==> config.mk <==
export PLATFORM = sky130hd
export DESIGN_NAME = dm_arbiter
export DESIGN_NICKNAME = d
export VERILOG_FILES = /design/src/rtl/dm_arbiter_pkg.sv /design/src/rtl/dm_arbiter_seq.sv /design/src/rtl/dm_arbiter.sv
export SDC_FILE = /design/constraint.sdc
export NUM_CORES = 1
export LEC_CHECK = 0
export CAP_MARGIN = 15
export CORE_ASPECT_RATIO = 0.6
export CORE_MARGIN = 10
export CORE_UTILIZATION = 37
export DETAILED_ROUTE_END_ITERATION = 8
export GPL_TIMING_DRIVEN = 0
export PLACE_DENSITY = 0.88
export SYNTH_ARGS = -nofsm -noshare
export SYNTH_HDL_FRONTEND = slang
export SYNTH_SLANG_ARGS = --single-unit
==> constraint.sdc <==
create_clock -name i_clk -period 4.15 [get_ports i_clk]
set_input_delay 0.415 -clock i_clk [delete_from_list [all_inputs] [get_ports i_clk]]
set_output_delay 0.415 -clock i_clk [all_outputs]
set_load 0.01 [all_outputs]
==> src/rtl/dm_arbiter_pkg.sv <==
// -----------------------------------------------------------------------------
// dm_arbiter_pkg
// Shared encodings for the data-memory arbiter: DM write/read request codes
// (as driven by the CPU control unit), arbiter state encoding and a small
// helper that turns a burst beat index into a byte offset.
// -----------------------------------------------------------------------------
package dm_arbiter_pkg;

    // DM write code. Anything other than DMWR_NONE is a write request.
    typedef enum logic [1:0] {
        DMWR_NONE = 2'b00,
        DMWR_WORD = 2'b01,
        DMWR_HALF = 2'b10,
        DMWR_BYTE = 2'b11
    } dmwr_e;

    // DM read code. Anything other than DMRE_NONE is a read request.
    typedef enum logic [2:0] {
        DMRE_NONE  = 3'b000,
        DMRE_WORD  = 3'b001,
        DMRE_HALF  = 3'b010,
        DMRE_HALFU = 3'b011,
        DMRE_BYTE  = 3'b100,
        DMRE_BYTEU = 3'b101
    } dmre_e;

    // Memory ownership: CPU in IDLE, external port in BURST.
    typedef enum logic {
        ST_IDLE  = 1'b0,
        ST_BURST = 1'b1
    } arb_state_e;

    // Byte offset of a word beat inside a burst (beat * 4).
    function automatic logic [4:0] beat_offset(input logic [2:0] beat);
        return {beat, 2'b00};
    endfunction

endpackage

==> src/rtl/dm_arbiter_seq.sv <==
// -----------------------------------------------------------------------------
// ext_burst_seq
// Beat sequencer for an external-port burst: latches the burst descriptor at
// grant, counts beats while the burst owns the DM, generates the word address
// (wrapping modulo the DM size) and flags the last beat.
// Ports:
//   i_clk, i_rst_n  clock / async active-low reset
//   i_start         grant pulse; latches i_we, i_addr, i_len and clears the beat count
//   i_active        burst currently owns the DM (one beat per cycle)
//   i_we, i_addr, i_len  burst descriptor sampled on i_start
//   o_we            latched direction (1 = write burst)
//   o_addr          DM byte address of the current beat
//   o_done          current beat is the last one
// -----------------------------------------------------------------------------
module ext_burst_seq
    import dm_arbiter_pkg::*;
#(
    parameter int ADDR_W = 10
) (
    input  logic              i_clk,
    input  logic              i_rst_n,
    input  logic              i_start,
    input  logic              i_active,
    input  logic              i_we,
    input  logic [ADDR_W-1:0] i_addr,
    input  logic [2:0]        i_len,
    output logic              o_we,
    output logic [ADDR_W-1:0] o_addr,
    output logic              o_done
);

    // Low two address bits are dropped so every beat is a whole word.
    localparam logic [ADDR_W-1:0] WORD_MASK = ~ADDR_W'(3);

    logic [ADDR_W-1:0] r_base;
    logic [2:0]        r_len;
    logic              r_we;
    logic [2:0]        r_beat;
    logic [ADDR_W-1:0] w_offset;

    // Descriptor latch and beat counter.
    always_ff @(posedge i_clk or negedge i_rst_n) begin
        if (!i_rst_n) begin
            r_base <= '0;
            r_len  <= 3'd0;
            r_we   <= 1'b0;
            r_beat <= 3'd0;
        end else if (i_start) begin
            r_base <= i_addr & WORD_MASK;
            r_len  <= i_len;
            r_we   <= i_we;
            r_beat <= 3'd0;
        end else if (i_active) begin
            r_beat <= r_beat + 3'd1;
        end else begin
            r_beat <= r_beat;
        end
    end

    // Truncating add gives the required wrap at the top of the DM.
    assign w_offset = ADDR_W'(beat_offset(r_beat));
    assign o_addr   = r_base + w_offset;
    assign o_we     = r_we;
    assign o_done   = i_active & (r_beat == r_len);

endmodule

==> src/rtl/dm_arbiter.sv <==
// -----------------------------------------------------------------------------
// dm_arbiter
// Shares the single data memory between the CPU load/store path and an
// external burst port. The CPU owns the DM by default with zero latency; the
// external port is granted when the CPU is idle, or forcibly after the CPU has
// won STARVE_LIMIT consecutive contested cycles. A granted burst runs
// ext_len+1 word beats, one per cycle, and stalls the CPU if it requests.
// Ports:
//   i_clk, i_rst_n             clock / async active-low reset
//   i_cpu_we/re/addr/wdata     CPU DM request (codes from dm_arbiter_pkg)
//   o_cpu_rdata, o_cpu_stall   DM read data to CPU, CPU hold request
//   i_ext_req/we/addr/len      external burst request and descriptor
//   i_ext_wdata                write data for the current beat
//   o_ext_gnt, o_ext_done      beat strobe, last-beat strobe
//   o_ext_rvalid, o_ext_rdata  registered read data, one cycle after each read beat
//   o_dm_we/re/addr/wdata      DM request, i_dm_rdata combinational DM read data
// -----------------------------------------------------------------------------
module dm_arbiter
    import dm_arbiter_pkg::*;
#(
    parameter int ADDR_W       = 10,
    parameter int DATA_W       = 32,
    parameter int STARVE_LIMIT = 4
) (
    input  logic              i_clk,
    input  logic              i_rst_n,
    input  logic [1:0]        i_cpu_we,
    input  logic [2:0]        i_cpu_re,
    input  logic [ADDR_W-1:0] i_cpu_addr,
    input  logic [DATA_W-1:0] i_cpu_wdata,
    output logic [DATA_W-1:0] o_cpu_rdata,
    output logic              o_cpu_stall,
    input  logic              i_ext_req,
    input  logic              i_ext_we,
    input  logic [ADDR_W-1:0] i_ext_addr,
    input  logic [2:0]        i_ext_len,
    input  logic [DATA_W-1:0] i_ext_wdata,
    output logic              o_ext_gnt,
    output logic              o_ext_rvalid,
    output logic [DATA_W-1:0] o_ext_rdata,
    output logic              o_ext_done,
    output logic [1:0]        o_dm_we,
    output logic [2:0]        o_dm_re,
    output logic [ADDR_W-1:0] o_dm_addr,
    output logic [DATA_W-1:0] o_dm_wdata,
    input  logic [DATA_W-1:0] i_dm_rdata
);

    localparam int               CNT_W      = $clog2(STARVE_LIMIT + 1);
    localparam logic [CNT_W-1:0] STARVE_MAX = CNT_W'(STARVE_LIMIT);

    arb_state_e        r_state;
    arb_state_e        w_state_nxt;
    logic [CNT_W-1:0]  r_starve;
    logic              r_ext_rvalid;
    logic [DATA_W-1:0] r_ext_rdata;

    logic              w_cpu_req;
    logic              w_go_ext;
    logic              w_burst;
    logic              w_seq_we;
    logic [ADDR_W-1:0] w_seq_addr;
    logic              w_seq_done;

    assign w_cpu_req = (i_cpu_we != DMWR_NONE) | (i_cpu_re != DMRE_NONE);
    assign w_burst   = (r_state == ST_BURST);
    // Grant when the CPU leaves the DM free, or when it has starved the port.
    assign w_go_ext  = (r_state == ST_IDLE) & i_ext_req &
                       (~w_cpu_req | (r_starve == STARVE_MAX));

    ext_burst_seq #(
        .ADDR_W (ADDR_W)
    ) u_seq (
        .i_clk    (i_clk),
        .i_rst_n  (i_rst_n),
        .i_start  (w_go_ext),
        .i_active (w_burst),
        .i_we     (i_ext_we),
        .i_addr   (i_ext_addr),
        .i_len    (i_ext_len),
        .o_we     (w_seq_we),
        .o_addr   (w_seq_addr),
        .o_done   (w_seq_done)
    );

    // Ownership state register.
    always_ff @(posedge i_clk or negedge i_rst_n) begin
        if (!i_rst_n) begin
            r_state <= ST_IDLE;
        end else begin
            r_state <= w_state_nxt;
        end
    end

    // Next state and DM/handshake mux; CPU path is the default owner.
    always_comb begin
        w_state_nxt = r_state;
        o_dm_we     = i_cpu_we;
        o_dm_re     = i_cpu_re;
        o_dm_addr   = i_cpu_addr;
        o_dm_wdata  = i_cpu_wdata;
        o_cpu_stall = 1'b0;
        o_ext_gnt   = 1'b0;
        o_ext_done  = 1'b0;
        case (r_state)
            ST_IDLE: begin
                if (w_go_ext) begin
                    w_state_nxt = ST_BURST;
                end else begin
                    w_state_nxt = ST_IDLE;
                end
            end
            ST_BURST: begin
                o_ext_gnt   = 1'b1;
                o_cpu_stall = w_cpu_req;
                o_dm_addr   = w_seq_addr;
                o_dm_wdata  = i_ext_wdata;
                o_ext_done  = w_seq_done;
                if (w_seq_we) begin
                    o_dm_we = DMWR_WORD;
                    o_dm_re = DMRE_NONE;
                end else begin
                    o_dm_we = DMWR_NONE;
                    o_dm_re = DMRE_WORD;
                end
                // At least one IDLE cycle separates bursts, so the CPU is re-arbitrated.
                if (w_seq_done) begin
                    w_state_nxt = ST_IDLE;
                end else begin
                    w_state_nxt = ST_BURST;
                end
            end
            default: begin
                w_state_nxt = ST_IDLE;
            end
        endcase
    end

    // Starvation counter: consecutive IDLE cycles where the CPU beat a pending ext request.
    always_ff @(posedge i_clk or negedge i_rst_n) begin
        if (!i_rst_n) begin
            r_starve <= '0;
        end else if (r_state == ST_IDLE) begin
            if (w_go_ext || !i_ext_req) begin
                r_starve <= '0;
            end else if (r_starve != STARVE_MAX) begin
                r_starve <= r_starve + CNT_W'(1);
            end else begin
                r_starve <= r_starve;
            end
        end else begin
            r_starve <= r_starve;
        end
    end

    // Read-beat capture: data and valid appear the cycle after each read beat.
    always_ff @(posedge i_clk or negedge i_rst_n) begin
        if (!i_rst_n) begin
            r_ext_rvalid <= 1'b0;
            r_ext_rdata  <= '0;
        end else if (w_burst && !w_seq_we) begin
            r_ext_rvalid <= 1'b1;
            r_ext_rdata  <= i_dm_rdata;
        end else begin
            r_ext_rvalid <= 1'b0;
            r_ext_rdata  <= r_ext_rdata;
        end
    end

    assign o_ext_rvalid = r_ext_rvalid;
    assign o_ext_rdata  = r_ext_rdata;
    // The CPU only uses read data when it owns the DM; in a burst it is stalled.
    assign o_cpu_rdata  = i_dm_rdata;

endmodule

==> reports/results.txt <==
Outcome -> finished clean
Worst Skew -> 0.0103 ns
Minimum clock period -> 3.13 ns
Synth unique cells -> 43
Initial antenna violation count -> 0
CTS sink cnt -> 52
Die ar. -> 12700 um^2
Synthesized area per cell -> 11.7 um^2
Routed wire length per instance -> 22.1 um
Critical-path cell list -> clkbuf_1 > clkbuf_1 > buf_1 > o2111ai_1 > o221ai_1 > clkdlybuf4s50_1
Final number of setup-violating endpoints -> 0
Antenna Nets Post-Route -> 0
Aggregate global-route resource usage -> 0.207
Post-Syn Instances -> 269
FFs w/ async S/R, synth -> 1.00
Ant diodes -> 0
Total gr overflow -> 0
Most frequent cells in the layout -> clkdlybuf4s50_1 (239), mux2_2 (72), dfrtp_1 (52)
Largest net degree at the start of global routing -> 42
Share of post-route cells with drive strength above 1 -> 0.243
Synthesis-to-finish area growth -> 85.5%
# rows -> 25
Critical path launch point type -> flip-flop
Clk root buf -> clkbuf_16
Worst path most repeated cell -> clkbuf_1
First-pass GRT wire length -> 20900 um
Fin. max-slew vios -> 0
Post_cts resized -> 0
Setup ws final -> 1.02 ns
Initial core utilization -> 0.391
Crit share post-route -> 0.754
Yosys reg bits -> 52
IO Count -> 243
Pwr Density -> 601 nW/um^2
Post-synth top area share -> 0.413
Vias per inst -> 4.86
Worst Path Arrival -> 2.71 ns
DR DRC count -> 0
CP peak stage delay -> 0.58 ns
Largest area contributor in the netlist -> dfrtp_1
Inserted Clock Buffers -> 5
Crit path max fanout -> 10
Setup slack at placement -> 1.34 ns
Sum Neg Setup Slack -> 0 ns
Clk_lat worst skew -> 0.29 ns
Worst path bufs/invs -> 4
Post-synth EDFFs -> 0
Register Area -> 1300 um^2
Worst Path Required -> 3.73 ns
Final hold vios -> 0
Most common cell after layout, fill and taps aside -> clkdlybuf4s50_1
Syn nets -> 404
Dpl hpwl -> 11800 um
Max IR drop VDD -> 0.366 mV
Critical Path End Type -> primary output
1st-iter DRT viols -> 124
Hold WC Path Type -> in2async
# port buffers -> 240
Drt first pass iters -> 4
CTS tree -> done
Die outline width -> 139 um
YS warnings -> 0
CTS Hold Buffers Added -> 0
Max Cap Viol -> 0
Die Ht -> 91.5 um
Crit path max-delay family -> buffers and inverters
Core Area -> 8070 um^2
Rel. slew slack -> 0.642
Via count -> 3043
Vias in the first global route -> 3277
Final nets -> 652
Post-synth top flop -> dfrtp_1
Synthesized area -> 3150 um^2
RSZ-0062 raised after global routing -> no
Synth top area cells -> dfrtp_1 (41%), mux2_2 (26%), buf_4 (7.6%), mux2_4 (3.3%), ha_1 (2.4%)
Post-synthesis sequential area ratio -> 0.413
CTS max path bufs -> 2
H-tree Lvls -> 2
Placer congestion estimate -> 0.923
Slew @ Worst Pin -> 0.537 ns
Post-CTS setup buffer count -> 0
Routed wire length -> 13800 um
Leakage power -> 2.45 nW
WS Path Type -> reg2out
Clock transition at path regs -> 0.07 ns
Multi-input combinational cell area -> 1490 um^2
# fillers -> 566
F_max -> 320 MHz
Slowest-stage cell, CP -> clkdlybuf4s50_1
-- registers in the layout (all words and copies together), names as in the netlist --
register / cells
o_ext_rdata: 32
u_seq.r_base: 8
r_starve: 3
u_seq.r_beat: 3
u_seq.r_len: 3
o_ext_rvalid: 1
r_state: 1
u_seq.o_we: 1
-- cells in the mapped netlist (2+ instances only) --
cell / n
nor3_1: 2
nand3_1: 3
buf_6: 2
mux2_4: 7
buf_1: 5
o221ai_1: 2
o2111ai_1: 2
nand2_1: 10
ha_1: 6
a21oi_1: 2
o31ai_1: 5
xnor2_1: 2
buf_2: 3
nor2b_1: 10
and3_1: 2
xor2_1: 3
or3_1: 4
clkbuf_1: 4
o21a_1: 2
dfrtp_1: 52
mux2_2: 72
o21ai_0: 2
buf_4: 32
a31oi_1: 2
inv_1: 14
nor2_1: 2
-- through the flow --
| stage | std cells | power [W] | hold WS, ns | util | instance area, um^2 |
|---|---|---|---|---|---|
| after global routing | 626 | 0.00373 | 0.0179 | 0.724 | 5850 |
| after floorplan | 269 | 0.00198 | 0.119 | - | 3150 |
| after CTS | 626 | 0.00355 | 0.0135 | 0.724 | 5850 |
| after detailed placement | 618 | 0.00313 | 0.325 | 0.707 | 5700 |
| after global placement | 617 | 0.00305 | 0.489 | 0.705 | 5690 |
| final | 626 | 0.00351 | 0.0137 | 0.724 | 5850 |
-- worst paths after layout --
path	startpoint	end	slack [ns]	depth (start not counted)
worst max-delay path	r_state	o_dm_addr[8]	1.02	6
worst min-delay path	i_rst_n	o_ext_rdata[9]	0.01	1
worst max register to register	r_state	o_ext_rdata[15]	2.11	5
worst min register to register	o_ext_rdata[30]	o_ext_rdata[30]	0.51	1
max in group asynchronous	i_rst_n	u_seq.r_base[2]	3.61	2
min in group i_clk	o_ext_rdata[30]	o_ext_rdata[30]	0.51	1
-- where the power goes --
part | internal, W | switching (W)
sequential | 0.000763 | 0.000192
combinational | 0.00126 | 0.000895
clock | 0.000225 | 0.000179
-- routing by layer --
layer,GRT usage,routed length [um],up-vias
met5,0,0,-
met4,0.0251,54,0
met3,0.0754,1150,7
met2,0.383,7260,140
met1,0.227,5380,1481
li1,-,-,1415
-- cells by family (layout without fill, tap and decap cells) --
kind of cell / after synthesis / count (layout) / share of synthesized area
AOI/OAI and AO/OA: 24 / 24 / 0.0576
xor gates and xnor gates: 5 / 5 / 0.0139
adders and majority gates: 7 / 7 / 0.0302
buffers and inverters: 60 / 309 / 0.116
DFF: 52 / 52 / 0.413
muxes: 80 / 80 / 0.294
and+or+nand+nor: 41 / 41 / 0.0762
-- final cells by class --
type | count | area share
tap | 108 | 0.0231
timing repair buffer | 241 | 0.413
sequential | 52 | 0.223
clock buffer | 6 | 0.0220
buffer | 46 | 0.0533
clock inverter | 2 | 0.00235
inverter | 14 | 0.00899
multi-input combinational | 157 | 0.254
Power figures use the tool's default switching activity.
